[src/rtl/rf_writeback_arbiter.sv]
`default_nettype none
// ============================================================================
// Module  : rf_writeback_arbiter
// Brief   : Shares the register-file write port between ALU and load writeback,
//           load-first with a bounded-wait boost for the ALU.
// Revision: 1.0
// ============================================================================
module rf_writeback_arbiter #(
  parameter int MAX_WAIT = 4,
  parameter int XLEN     = 64
) (
  input  logic            clk,
  input  logic            reset,
  input  logic            alu_valid,
  input  logic [4:0]      alu_rd,
  input  logic [XLEN-1:0] alu_data,
  output logic            alu_ready,
  input  logic            mem_valid,
  input  logic [4:0]      mem_rd,
  input  logic [XLEN-1:0] mem_data,
  output logic            mem_ready,
  output logic            RegWrite,
  output logic [4:0]      RD,
  output logic [XLEN-1:0] WriteData,
  output logic            alu_boost
);

  localparam logic [3:0] c_MAX_WAIT = 4'(MAX_WAIT);

  typedef enum logic [0:0] {
    ST_MEM_PRI = 1'b0,
    ST_BOOST   = 1'b1
  } state_t;

  state_t     r_state;
  logic [3:0] r_wcnt;

  logic       w_alu_nz;
  logic       w_mem_nz;
  logic       w_alu_xfer;
  logic       w_alu_xfer_nz;
  logic       w_mem_xfer_nz;
  logic       w_alu_starved;
  logic [3:0] w_wcnt_inc;

  // x0 requests are acknowledged immediately and never compete for the port.
  assign w_alu_nz = alu_valid && (alu_rd != 5'd0);
  assign w_mem_nz = mem_valid && (mem_rd != 5'd0);

  assign alu_ready = !reset && alu_valid &&
                     ((alu_rd == 5'd0) || !w_mem_nz || (r_state == ST_BOOST));
  assign mem_ready = !reset && mem_valid &&
                     ((mem_rd == 5'd0) || !w_alu_nz || (r_state == ST_MEM_PRI));

  assign w_alu_xfer    = alu_valid && alu_ready;
  assign w_alu_xfer_nz = w_alu_nz && alu_ready;
  assign w_mem_xfer_nz = w_mem_nz && mem_ready;
  assign w_alu_starved = w_alu_nz && !alu_ready;
  assign w_wcnt_inc    = (r_wcnt >= c_MAX_WAIT) ? c_MAX_WAIT : (r_wcnt + 4'd1);

  assign alu_boost = (r_state == ST_BOOST);

  always_ff @(posedge clk) begin
    if (reset) begin
      r_state   <= ST_MEM_PRI;
      r_wcnt    <= 4'd0;
      RegWrite  <= 1'b0;
      RD        <= 5'd0;
      WriteData <= '0;
    end else begin
      if (!alu_valid || w_alu_xfer_nz) begin
        r_wcnt <= 4'd0;
      end else if (w_alu_starved) begin
        r_wcnt <= w_wcnt_inc;
      end

      case (r_state)
        ST_MEM_PRI: begin
          if (w_alu_starved && (w_wcnt_inc == c_MAX_WAIT)) begin
            r_state <= ST_BOOST;
          end
        end
        ST_BOOST: begin
          if (w_alu_xfer || !alu_valid) begin
            r_state <= ST_MEM_PRI;
          end
        end
      endcase

      // At most one nonzero-rd transfer per cycle, so the branch order is moot.
      RegWrite <= w_alu_xfer_nz || w_mem_xfer_nz;
      if (w_alu_xfer_nz) begin
        RD        <= alu_rd;
        WriteData <= alu_data;
      end else if (w_mem_xfer_nz) begin
        RD        <= mem_rd;
        WriteData <= mem_data;
      end
    end
  end

endmodule
`default_nettype wire

[config.mk]
export PLATFORM = sky130hd
export DESIGN_NAME = rf_writeback_arbiter
export DESIGN_NICKNAME = d
export VERILOG_FILES = /design/src/rtl/rf_writeback_arbiter.sv
export SDC_FILE = /design/constraint.sdc
export NUM_CORES = 1
export LEC_CHECK = 0
export BUFFER_PORTS_ARGS = -buffer_cell sky130_fd_sc_hd__buf_2
export CAP_MARGIN = 20
export CORE_UTILIZATION = 40
export DETAILED_ROUTE_END_ITERATION = 10
export MAX_ROUTING_LAYER = met4
export PLACE_DENSITY = 0.74
export REMOVE_ABC_BUFFERS = 1
export SYNTH_ARGS = -nofsm -noshare
export SYNTH_HDL_FRONTEND = slang
export SYNTH_SLANG_ARGS = --single-unit
[constraint.sdc]
create_clock -name clk -period 1.7 [get_ports clk]
set_input_delay 0.17 -clock clk [delete_from_list [all_inputs] [get_ports clk]]
set_output_delay 0.17 -clock clk [all_outputs]
set_load 0.02 [all_outputs]
# Word-level counts from Yosys, hierarchy flattened

Cells that the tools add are included.

Register bits after elaboration: 75
Input bits: 142
Output and inout port bits: 73
Word-level logic and storage cells: 46

Order comparisons: 1
$add $sub $neg: 1
Bitwise gates (word level): 1
Reduce and logical (&&, ||, !) cells: 29
Multiplexer cells: 8
Eq/ne operators: 1

Operators by type and width:

| kind                                                                  | number |
|---|---|
| 64-bit two-way mux                                                    | 2 |
| 1-bit logical AND                                                     | 11 |
| 5-bit zero test                                                       | 2 |
| 5-bit two-way mux                                                     | 2 |
| 5-bit nonzero test                                                    | 2 |
| 1-bit logical OR                                                      | 7 |
| 1-bit zero test                                                       | 5 |
| 4-bit by 1-bit adder with 4-bit output, second input constant         | 1 |
| 4-bit by 3-bit equality test with 1-bit output, second input constant | 1 |
| 4-bit by 3-bit >= comparator with 1-bit output, second input constant | 1 |
| 4-bit two-way mux                                                     | 1 |
| 1-bit two-way mux                                                     | 2 |
| 1-bit one-hot mux with 2 select lines                                 | 1 |
| 2-bit nonzero test                                                    | 1 |
| 2-bit OR reduction                                                    | 1 |
| 1-bit NOT                                                             | 1 |

# Depth between registers and ports, before layout

Depth in word-level cells: 11
Depth in mapped cells: 8

# Worst setup path before layout

No wires, ideal clock.

Path kind: flip-flop to output port
Start point: register r_state (netlist: alu_boost)
End point: output port alu_ready
Path slack: -0.021 ns
Path buffers: 2
Cell stages (with the launch flop): 6
Arrival time: 1.551 ns
Cells stage by stage: dfxtp_1 -> nor2b_1 -> a21boi_1 -> clkbuf_1 -> buf_2 -> a21boi_0

Longest elaborated chain between the ends: 2

RTL lines:

| item                   | line | text |
|---|---|---|
| start, declared        | 35   | `state_t r_state;` |
| start signal, assigned | 65   | `r_state <= ST_MEM_PRI;` |
| start signal, assigned | 80   | `r_state <= ST_BOOST;` |
| start signal, assigned | 85   | `r_state <= ST_MEM_PRI;` |
| 1-bit logical OR       | 51   | `((alu_rd == 5'd0) \|\| !w_mem_nz \|\| (r_state == ST_BOOST));` |
| 1-bit logical AND      | 50   | `assign alu_ready = !reset && alu_valid &&` |
| end, declared          | 17   | `output logic alu_ready,` |

Every way passes these cells.

# Worst setup path in the final report

Same ends and word-level chain as after synthesis.

==> summary.md <==
| Metric | Value |
|---|---|
| Post-synthesis compound-gate area fraction | `0.296` |
| Worst slew pin tran | `0.667 ns` |
| Post-Syn Area | `0.00373 mm2` |
| Post-synth EDFFs | `0` |
| Vias in the first global route | `4523` |
| Post-Place Cells | `743` |
| Clock latency on the worst-skew pair | `0.35 ns` |
| RSZ-0062 raised after global routing | `yes` |
| GR Layer Usage met1 | `0.348` |
| Crit path max fanout | `12` |
| Final Util | `0.600` |
| Primary FF master, synth | `dfxtp_1` |
| Num Clock Sinks | `75` |
| Share of cells above drive strength 1 | `0.419` |
| DIE WIDTH | `98.6 um` |
| Max Freq | `600 MHz` |
| Post-synthesis sequential element count | `75` |
| Synth Area in Simple Gates | `0.221` |
| Critical Path Source | `alu_boost$_SDFF_PP0_` |
| Setup TNS | `0 ns` |
| R2r setup slk | `0.05 ns` |
| Tot Pwr | `4.11 mW` |
| Clk_skew | `0.00625 ns` |
| Vias | `4709` |
| Core ar. | `0.00889 mm2` |
| GR peak layer | `met2` |
| Register area share after synthesis | `0.402` |
| Clock tree from TritonCTS | `yes` |
| Final #Nets | `796` |
| Worst Slack Setup Final | `0.0345 ns` |
| Dpl hpwl | `8.63 mm` |
| Crit. End Element | `output port` |
| First-pass GRT wire length | `21.4 mm` |
| Required time worst endpoint | `1.53 ns` |
| Crit path to | `alu_ready` |
| WL final | `13.3 mm` |
| Met3 Track Usage GR | `0.0461` |
| Clock buffer count from CTS | `9` |
| Cell with the most instances after synthesis | `dfxtp_1` |
| First-pass iteration count of the detailed router | `5` |
| Worst setup slack after placement | `-0.0779 ns` |
| # IOs | `215` |
| Setup-failing EPs final | `0` |
| Routed vias/inst | `6.15` |
| Crit Path Class | `register to output port` |
| Largest net degree at the start of global routing | `59` |
| Final Cycle Share | `0.980` |
| Mux contribution to synthesized area | `0` |
| PortBufs | `214` |
| Ys Warns | `0` |
| Yosys cell types | `37` |
| Post-synthesis cell count | `458` |
| Slew Limit Fails | `0` |
| Clock buffer depth | `2` |
| H-tree Lvls | `3` |
| Root buf cell | `clkbuf_8` |
| Clock transition at path regs | `0.08 ns` |
| Total track usage | `0.281` |
| Hold Fails Final Rpt | `0` |
| Avg WL per Cell | `17.3 um` |
| Max IR drop VDD | `0.000322 V` |
| R2r worst-path depth | `6` |
| RR Endpoint | `WriteData[36]$_SDFFE_PP0P_` |
| Met2 Use GR | `0.444` |
| Hold_buf cts | `0` |
| Hold Crit Class | `input pin to register` |
| ANT nets after route | `0` |
| Die ar. | `0.00972 mm2` |
| Drt drc | `0` |
| Largest family of logic cells by synthesized area | `compound AO/OA/AOI/OAI gates` |
| Lkg Pwr | `2.25 nW` |
| Synth Area per Inst | `8.15 um2` |
| Synth area leader | `dfxtp_1` |
| Chip height | `98.6 um` |
| Rows | `34` |
| Asr flop ratio synth | `0` |
| Total gr overflow | `0` |
| Adder-Cell Fraction of Synth Area | `0.00335` |
| Synth area leaders | `dfxtp_1, a311oi_1, o21ai_0` |
| Initial antenna violation count | `0` |
| Slew margin rel. | `0.555` |
| RR Startpoint | `alu_boost$_SDFF_PP0_` |
| Non-Filler Instances | `766` |
| GP Congestion | `0.814` |
| Synth cell count leaders | `dfxtp_1, o21ai_0, nor3_1` |
| XOR/XNOR Fraction of Synth Area | `0` |
| Yosys top cell area share | `0.402` |
| Setup crit start kind | `register` |
| Crit path time final | `1.67 ns` |
| Area Growth Syn to Fin | `42.9%` |
| Pwr/cell area | `770 mW/mm2` |
| Status | `finished, final reports clean` |
| Effective utilization at floorplan | `0.420` |
| Critical Path AT | `1.50 ns` |
| Max Cap Viol | `0` |
| Ant. Diodes | `0` |
| Initial drt markers | `393` |
==> cell families after synthesis <==
logic type,after synthesis
buffers and inverters,63
adder cells (fa/ha/maj),1
flip-flops,75
AO/OA/AOI/OAI,159
AND/OR/NAND/NOR,160
==> layer usage <==
layer	part of all wire	up-vias	wire length, um
met5	0	-	0
li1	-	2167	-
met4	0.032	0	430
met2	0.47	297	6290
met1	0.41	2191	5410
met3	0.086	54	1150
==> cell type report <==
class                           instances  area [um2]
Sequential cell                        75        1500
Inverter                                3        11.3
Timing Repair Buffer                  244        1510
Multi-Input combinational cell        320        2020
Clock inverter                          3        15.0
Fill cell                             808        3560
Tap cell                              108         135
Clock buffer                           13         139
==> registers in the layout (all words and copies together), names as in the netlist <==
register	flops
WriteData	64
RD	5
r_wcnt	4
alu_boost	1
RegWrite	1
==> worst min path at each step <==
stage	startpoint	to	slack, ns	depth (start not counted)
6_report	mem_data[47]	WriteData[47]$_SDFFE_PP0P_	0.09	3
5_1_grt	mem_data[52]	WriteData[52]$_SDFFE_PP0P_	0.09	3
4_1_cts	mem_data[10]	WriteData[10]$_SDFFE_PP0P_	0.08	3
3_5_place_dp	r_wcnt[2]$_SDFFE_PP0P_	r_wcnt[2]$_SDFFE_PP0P_	0.45	2
3_3_place_gp	r_wcnt[2]$_SDFFE_PP0P_	r_wcnt[2]$_SDFFE_PP0P_	0.44	2
2_1_floorplan	reset	RD[0]$_SDFFE_PP0P_	0.24	1
==> cell usage in the layout (no fill, tap or decap), types with 2 or more instances in the layout <==
master / count
buf_4: 14
bufbuf_16: 2
a311oi_1: 62
o21ai_4: 2
a311oi_2: 6
nor2_1: 4
nor3_1: 71
clkbuf_8: 9
nand2_1: 2
buf_12: 13
clkinv_2: 3
buf_2: 214
dfxtp_1: 74
nand3_1: 69
a21oi_1: 4
a21boi_4: 2
o21ai_0: 73
inv_1: 3
nand3b_1: 2
or2_2: 2
clkbuf_1: 4
==> stage by stage <==
stage	hold WS, ns	cell area [um2]
global placement	0.438	5030
detailed placement	0.454	5030
global route	0.0885	5330
finish	0.0918	5330
floorplan	0.242	3450
CTS	0.0820	5280
==> timing repair <==
action | CTS | global route
buffers inserted | 4 | 1
pin swaps | 0 | 1
gates cloned | 2 | 0
endpoints found under the hold margin | 0 | 0
setup endpoints to repair | 2 | 17
gates resized for setup | 2 | 11
==> where the power goes <==
part | switching [mW] | leakage, nW | internal, mW
Clock | 0.663 | 0.0812 | 0.526
Sequential | 0.0624 | 0.618 | 1.88
Combinational | 0.560 | 1.55 | 0.415
Total | 1.28 | 2.25 | 2.82
==> critical path, stage by stage (launching register included) <==
cell and delay, ns:
dfxtp_2 0.35, nor2b_2 0.14, a21boi_4 0.24, buf_12 0.17, a21boi_1 0.08, buf_2 0.16
(Power assumes the default switching activity.)
